**config.mk**
```make
export PLATFORM = sky130hd
export DESIGN_NAME = pipe_ctrl_flat
export DESIGN_NICKNAME = d
export VERILOG_FILES = /design/src/rtl/pipe_ctrl_if.sv /design/src/rtl/pipe_ctrl.sv /design/src/flat_wrapper.sv
export SDC_FILE = /design/constraint.sdc
export NUM_CORES = 1
export LEC_CHECK = 0
export ABC_AREA = 1
export CAP_MARGIN = 30
export CORE_MARGIN = 1.5
export CORE_UTILIZATION = 50
export DETAILED_ROUTE_END_ITERATION = 8
export PLACE_DENSITY = 0.83
export RECOVER_POWER = 50
export SLEW_MARGIN = 20
export SYNTH_ARGS = -nofsm -noshare
export SYNTH_HDL_FRONTEND = slang
export SYNTH_SLANG_ARGS = --single-unit
```
**constraint.sdc**
```tcl
create_clock -name clk -period 2.5 [get_ports clk]
set_input_delay 0.25 -clock clk [delete_from_list [all_inputs] [get_ports clk]]
set_output_delay 0.25 -clock clk [all_outputs]
set_load 0.05 [all_outputs]
```
**src/rtl/pipe_ctrl_if.sv**
```systemverilog
// pipe_ctrl_if -- hazard/stall control bundle between the pipeline and pipe_ctrl.
//   Pipeline -> controller: id_stallreq_i, ex_mc_start_i, ex_mc_cycles_i[5:0],
//                           ex_mc_done_i, flush_i
//   Controller -> pipeline: stall_o[5:0] (bit0 PC .. bit5 WB), flush_o, busy_o
// Modports: master = pipeline side, slave = pipe_ctrl.
interface pipe_ctrl_if;
  logic       id_stallreq_i;
  logic       ex_mc_start_i;
  logic [5:0] ex_mc_cycles_i;
  logic       ex_mc_done_i;
  logic       flush_i;
  logic [5:0] stall_o;
  logic       flush_o;
  logic       busy_o;

  modport master (
    output id_stallreq_i, ex_mc_start_i, ex_mc_cycles_i, ex_mc_done_i, flush_i,
    input  stall_o, flush_o, busy_o
  );

  modport slave (
    input  id_stallreq_i, ex_mc_start_i, ex_mc_cycles_i, ex_mc_done_i, flush_i,
    output stall_o, flush_o, busy_o
  );
endinterface

```
**src/rtl/pipe_ctrl.sv**
```systemverilog
// pipe_ctrl -- pipeline stall/flush controller.
//   Arbitrates flush (highest), multi-cycle execute stalls, and load-use
//   stalls (lowest). All outputs are combinational from state, the down
//   counter and the current inputs, so they act in the same cycle.
// Ports:
//   clk          rising-edge clock
//   rst          synchronous, active-high reset; forces outputs low while high
//   pif          pipe_ctrl_if.slave (hazard inputs, stall_o/flush_o/busy_o)
//   stall_cnt_o  32-bit count of stalled cycles (only with PIPE_PERF_CNT_EN)
// Optional feature macro: PIPE_PERF_CNT_EN enables the stall cycle counter.
module pipe_ctrl (
  input  logic        clk,
  input  logic        rst,
`ifdef PIPE_PERF_CNT_EN
  output logic [31:0] stall_cnt_o,
`endif
  pipe_ctrl_if.slave  pif
);

  typedef enum logic {
    IDLE    = 1'b0,
    MC_WAIT = 1'b1
  } state_e;

  // PC/IF/ID/EX frozen for a multi-cycle op; PC/IF/ID only for load-use
  // (EX receives a bubble).
  localparam logic [5:0] STALL_MC = 6'b001111;
  localparam logic [5:0] STALL_LU = 6'b000111;

  state_e     state_q, state_d;
  logic [5:0] cnt_q, cnt_d;
  logic [5:0] stall;
  logic       flush;
  logic       busy;

  always_comb begin
    state_d = state_q;
    cnt_d   = cnt_q;
    stall   = '0;
    flush   = 1'b0;
    busy    = 1'b0;

    if (rst) begin
      state_d = IDLE;
      cnt_d   = '0;
    end else begin
      busy = (state_q == MC_WAIT);
      if (pif.flush_i) begin
        // Flush wins over everything and aborts any running op.
        flush   = 1'b1;
        state_d = IDLE;
        cnt_d   = '0;
      end else begin
        unique case (state_q)
          IDLE: begin
            if (pif.ex_mc_start_i && (pif.ex_mc_cycles_i != '0)) begin
              // The start cycle itself is the first stalled cycle.
              stall = STALL_MC;
              if (pif.ex_mc_cycles_i != 6'd1) begin
                cnt_d   = pif.ex_mc_cycles_i - 6'd1;
                state_d = MC_WAIT;
              end
            end else if (pif.id_stallreq_i) begin
              stall = STALL_LU;
            end
          end
          MC_WAIT: begin
            // Load-use requests and new starts are masked here.
            if (pif.ex_mc_done_i) begin
              state_d = IDLE;
              cnt_d   = '0;
            end else begin
              stall = STALL_MC;
              cnt_d = cnt_q - 6'd1;
              // cnt of 1 marks the final stalled cycle; <=1 also recovers
              // from an impossible zero count.
              if (cnt_q <= 6'd1) begin
                state_d = IDLE;
                cnt_d   = '0;
              end
            end
          end
          default: begin
            state_d = IDLE;
            cnt_d   = '0;
          end
        endcase
      end
    end
  end

  always_ff @(posedge clk) begin
    if (rst) begin
      state_q <= IDLE;
      cnt_q   <= '0;
    end else begin
      state_q <= state_d;
      cnt_q   <= cnt_d;
    end
  end

  assign pif.stall_o = stall;
  assign pif.flush_o = flush;
  assign pif.busy_o  = busy;

`ifdef PIPE_PERF_CNT_EN
  logic [31:0] stall_cnt_q, stall_cnt_d;

  // stall is already zero during reset; wraps naturally at 32 bits and is
  // deliberately unaffected by flush.
  always_comb begin
    stall_cnt_d = stall_cnt_q;
    if (stall != '0) begin
      stall_cnt_d = stall_cnt_q + 32'd1;
    end
  end

  always_ff @(posedge clk) begin
    if (rst) begin
      stall_cnt_q <= '0;
    end else begin
      stall_cnt_q <= stall_cnt_d;
    end
  end

  assign stall_cnt_o = stall_cnt_q;
`endif

endmodule

```
**src/flat_wrapper.sv**
```systemverilog
// flat-port wrapper written by rule: the top's interface ports become plain ports
module pipe_ctrl_flat 
  (clk, rst, pif_id_stallreq_i, pif_ex_mc_start_i, pif_ex_mc_cycles_i, pif_ex_mc_done_i, pif_flush_i, pif_stall_o, pif_flush_o, pif_busy_o);
  pipe_ctrl_if pif_i ();
  input  logic clk;
  input  logic rst;
  input wire logic [$bits(pif_i.id_stallreq_i)-1:0] pif_id_stallreq_i;
  input wire logic [$bits(pif_i.ex_mc_start_i)-1:0] pif_ex_mc_start_i;
  input wire logic [$bits(pif_i.ex_mc_cycles_i)-1:0] pif_ex_mc_cycles_i;
  input wire logic [$bits(pif_i.ex_mc_done_i)-1:0] pif_ex_mc_done_i;
  input wire logic [$bits(pif_i.flush_i)-1:0] pif_flush_i;
  output wire logic [$bits(pif_i.stall_o)-1:0] pif_stall_o;
  output wire logic [$bits(pif_i.flush_o)-1:0] pif_flush_o;
  output wire logic [$bits(pif_i.busy_o)-1:0] pif_busy_o;
  assign pif_i.id_stallreq_i = pif_id_stallreq_i;
  assign pif_i.ex_mc_start_i = pif_ex_mc_start_i;
  assign pif_i.ex_mc_cycles_i = pif_ex_mc_cycles_i;
  assign pif_i.ex_mc_done_i = pif_ex_mc_done_i;
  assign pif_i.flush_i = pif_flush_i;
  assign pif_stall_o = pif_i.stall_o;
  assign pif_flush_o = pif_i.flush_o;
  assign pif_busy_o = pif_i.busy_o;
  pipe_ctrl u_core (.clk(clk), .rst(rst), .pif(pif_i));
endmodule
```
==> metrics <==
outcome=finished, final reports clean; Crit path required time=2.25 ns; CP Cell Sequence=dlygate4sd3_1 -> inv_1 -> ha_1 -> nand3_1 -> nand2_1 -> inv_1 -> nor2_1 -> a21oi_2 -> buf_12; combinational share of power=39.6%; async set-or-reset flop fraction in the synthesized netlist=0%; clock root buffer master=clkbuf_4; area leader, netlist=dfxtp_1; switching share of power=36.8%; via density per instance=5.19; register area share after synthesis=19.5%; Fin Clk Skew=0.00943 ns; area of the core region=0.00132 sq mm; Inserted Clock Buffers=3; Max IR drop VDD=0.000302 V; IO Pins=20; post-layout worst setup margin=0.262 ns; Pre-antenna DRT Iters=4; Die Area=0.00167 sq mm; top cells by area, synth=dfxtp_1, nand2_1, nor2_1; weighted congestion reported at the end of routability-driven placement=0.820; clock power share=27.8%; worst hold path stage count=2; utilization of the core after routing=70.2%; number of violations of the max-capacitance limit=0; Std-Cell Rows=13; placement-stage worst setup slack=0.114 ns; Int Power=0.239 mW; maximum number of pins on one net before global-route repair=14; classification of the worst-slack hold path=register to register; count of input and output buffers=17; number of storage elements in the synthesis netlist=7; number of instances in the synthesized netlist=120; Final period util=89.5%; total negative setup slack=0 ns; Psw=0.139 mW; endpoint of the lowest-slack register-to-register path=u_core.cnt_q[4]$_SDFFE_PP0P_; global route total overflow=0; origin of the critical flop-to-flop path=u_core.cnt_q[0]$_SDFFE_PP0P_; vias in the first global route=639; static leakage=0.452 nW; worst reg-to-reg setup slack=1.05 ns; initial antenna violation count=0; hold path endpoint=u_core.cnt_q[1]$_SDFFE_PP0P_; largest delay contributor family on the critical path=buffers and inverters; wire length of the first global-routing pass=2640 um; PnR Total Power=0.378 mW; horizontal extent of the die=40.9 um; largest fanout on the critical path=6; clock insertion delay at the later pin of the skew report=0.25 ns; Die Y=40.9 um; maximum achievable frequency=447 MHz; CP startpoint kind=input port; area delta synth->final=28.7%; number of pins with negative max-slew slack in the final report=0; YS warnings=0; Multi-input gate area=457 sq um; number of enable-type register cells in the synthesized netlist=0; part of the power in registers=32.6%; unique cell type count in the Yosys netlist=23; number of hold violations in the final report=0; count of buffering cells on the critical path with inverters included=4; Avg Cell Area, Syn=5.98 sq um; detailed placement HPWL=1340 um; CTS H-tree lvls=1; final layout net count=155; clock slew at reported path FFs=0.05 ns; antenna cells=0; count of filler cells inserted in the layout=122; Reg area=140 sq um; Worst Path Arrival=1.99 ns; number of DRC violations after detailed routing=0; routed via count=794; maximum number of buffers from clock root to sink=2; most used standard cells in the synthesized netlist=nand2_1, nor2_1, nand3_1, inv_1, dfxtp_1; Detailed Route Iter0 Violations=16; CTS tree=built; Initial Util=54.5%; most frequently used cell type in the post-synthesis netlist=nand2_1; leading register cell type out of synthesis=dfxtp_1; worst hold start=u_core.cnt_q[1]$_SDFFE_PP0P_; endpoint kind of the worst setup timing path=primary output; crit-path max cell delay=0.55 ns; share of post-route cells with drive strength above 1=12.3%; slowest stage cell on the critical path=dlygate4sd3_1; category of the most critical setup path=input port to primary output; DRT Wirelength=1680 um; Most common cell on crit path=inv_1; fraction of post-synthesis cell area in the top cell type by area=19.5%; CTS Sinks=7; per-cell routed wire length=11.0 um; final number of setup-violating endpoints=0; R2R cell count=9; number of routed nets with antenna violations=0; unrepaired setup endpoints after global routing=no; overall fraction of global-route tracks in use=24.5%; Post-Synthesis Cell Area=718 sq um; cell area power density=409 mW/mm^2; post-layout min period=2.24 ns
## metal layers
layer	vias up	global-route usage [%]	part of all wire [%]
met1	347	28.8	44
li1	410	-	-
met5	-	0	0
met2	33	41.0	48
met3	4	8.15	6.3
met4	0	8.33	1.5
## cells in the final DEF (no fill, tap or decap), types with 2 or more instances in the layout
cell,n
nand2_1,27
buf_12,4
nand3_1,18
nor2_2,3
xor2_1,2
conb_1,2
clkbuf_4,3
ha_1,4
inv_1,15
clkdlybuf4s50_1,12
a21oi_1,2
o21ai_1,2
nor2_1,23
o21ai_0,3
dfxtp_1,7
## metrics by stage
step | cell area [sq um] | cells | hold WS (ns)
after floorplan | 722 | 121 | 0.466
after global placement | 923 | 149 | 0.522
after detailed placement | 923 | 149 | 0.531
after CTS | 950 | 153 | 0.545
after global routing | 925 | 153 | 0.557
final | 925 | 153 | 0.545
## final cells by class
| type | count | share of cell area (%) |
|---|---|---|
| timing repair buffer | 18 | 23.5 |
| multi-input combinational | 92 | 49.4 |
| clock buffer | 4 | 2.84 |
| inverter | 17 | 7.04 |
| tap | 15 | 2.03 |
| sequential | 7 | 15.2 |
## repair_timing
| item | CTS | global route |
|---|---|---|
| hold buffers | 0 | 0 |
| setup endpoints to repair | 0 | 1 |
| resized for setup | 0 | 1 |
| buffers inserted | 0 | 0 |
## kinds of logic (layout without fill, tap and decap cells)
kind of cell	after synthesis	in the layout	share of synthesized area [%]
compound gates	9	9	6.62
other cells	1	2	0.522
fa+ha+maj	4	4	6.97
xor+xnor	2	2	2.44
simple gates	75	75	49.5
flops	7	7	19.5
buf+inv	22	39	14.5
## state kept, by name, summed over array words and instances, names as in the netlist
register,flops
u_core.state_q,1
u_core.cnt_q,6
## power groups by stage
stage                     clock [mW]  combinational, mW  sequential, mW
after floorplan                    0              0.102           0.124
after global placement             0              0.149           0.125
after detailed placement           0              0.152           0.125
after CTS                      0.108              0.154           0.123
after global routing           0.112              0.165           0.124
final                          0.105              0.150           0.123
## tightest hold or removal path: stages (launching register included)
cell,delay (ns)
dfxtp_1,0.32
o21ai_1,0.13
nor2_1,0.05
## worst max-delay path by stage
stage,start,endpoint,slack (ns),cells after the start
after floorplan,pif_ex_mc_cycles_i[0],pif_stall_o[1],0.23,8
after global placement,pif_ex_mc_cycles_i[0],pif_stall_o[2],0.18,9
after detailed placement,pif_ex_mc_cycles_i[0],pif_stall_o[1],0.11,9
after CTS,pif_ex_mc_cycles_i[0],pif_stall_o[1],0.12,9
after global routing,pif_ex_mc_cycles_i[0],pif_stall_o[1],0.12,9
final,pif_ex_mc_cycles_i[0],pif_stall_o[1],0.26,9
No activity file was read; power rests on OpenSTA's default activity.
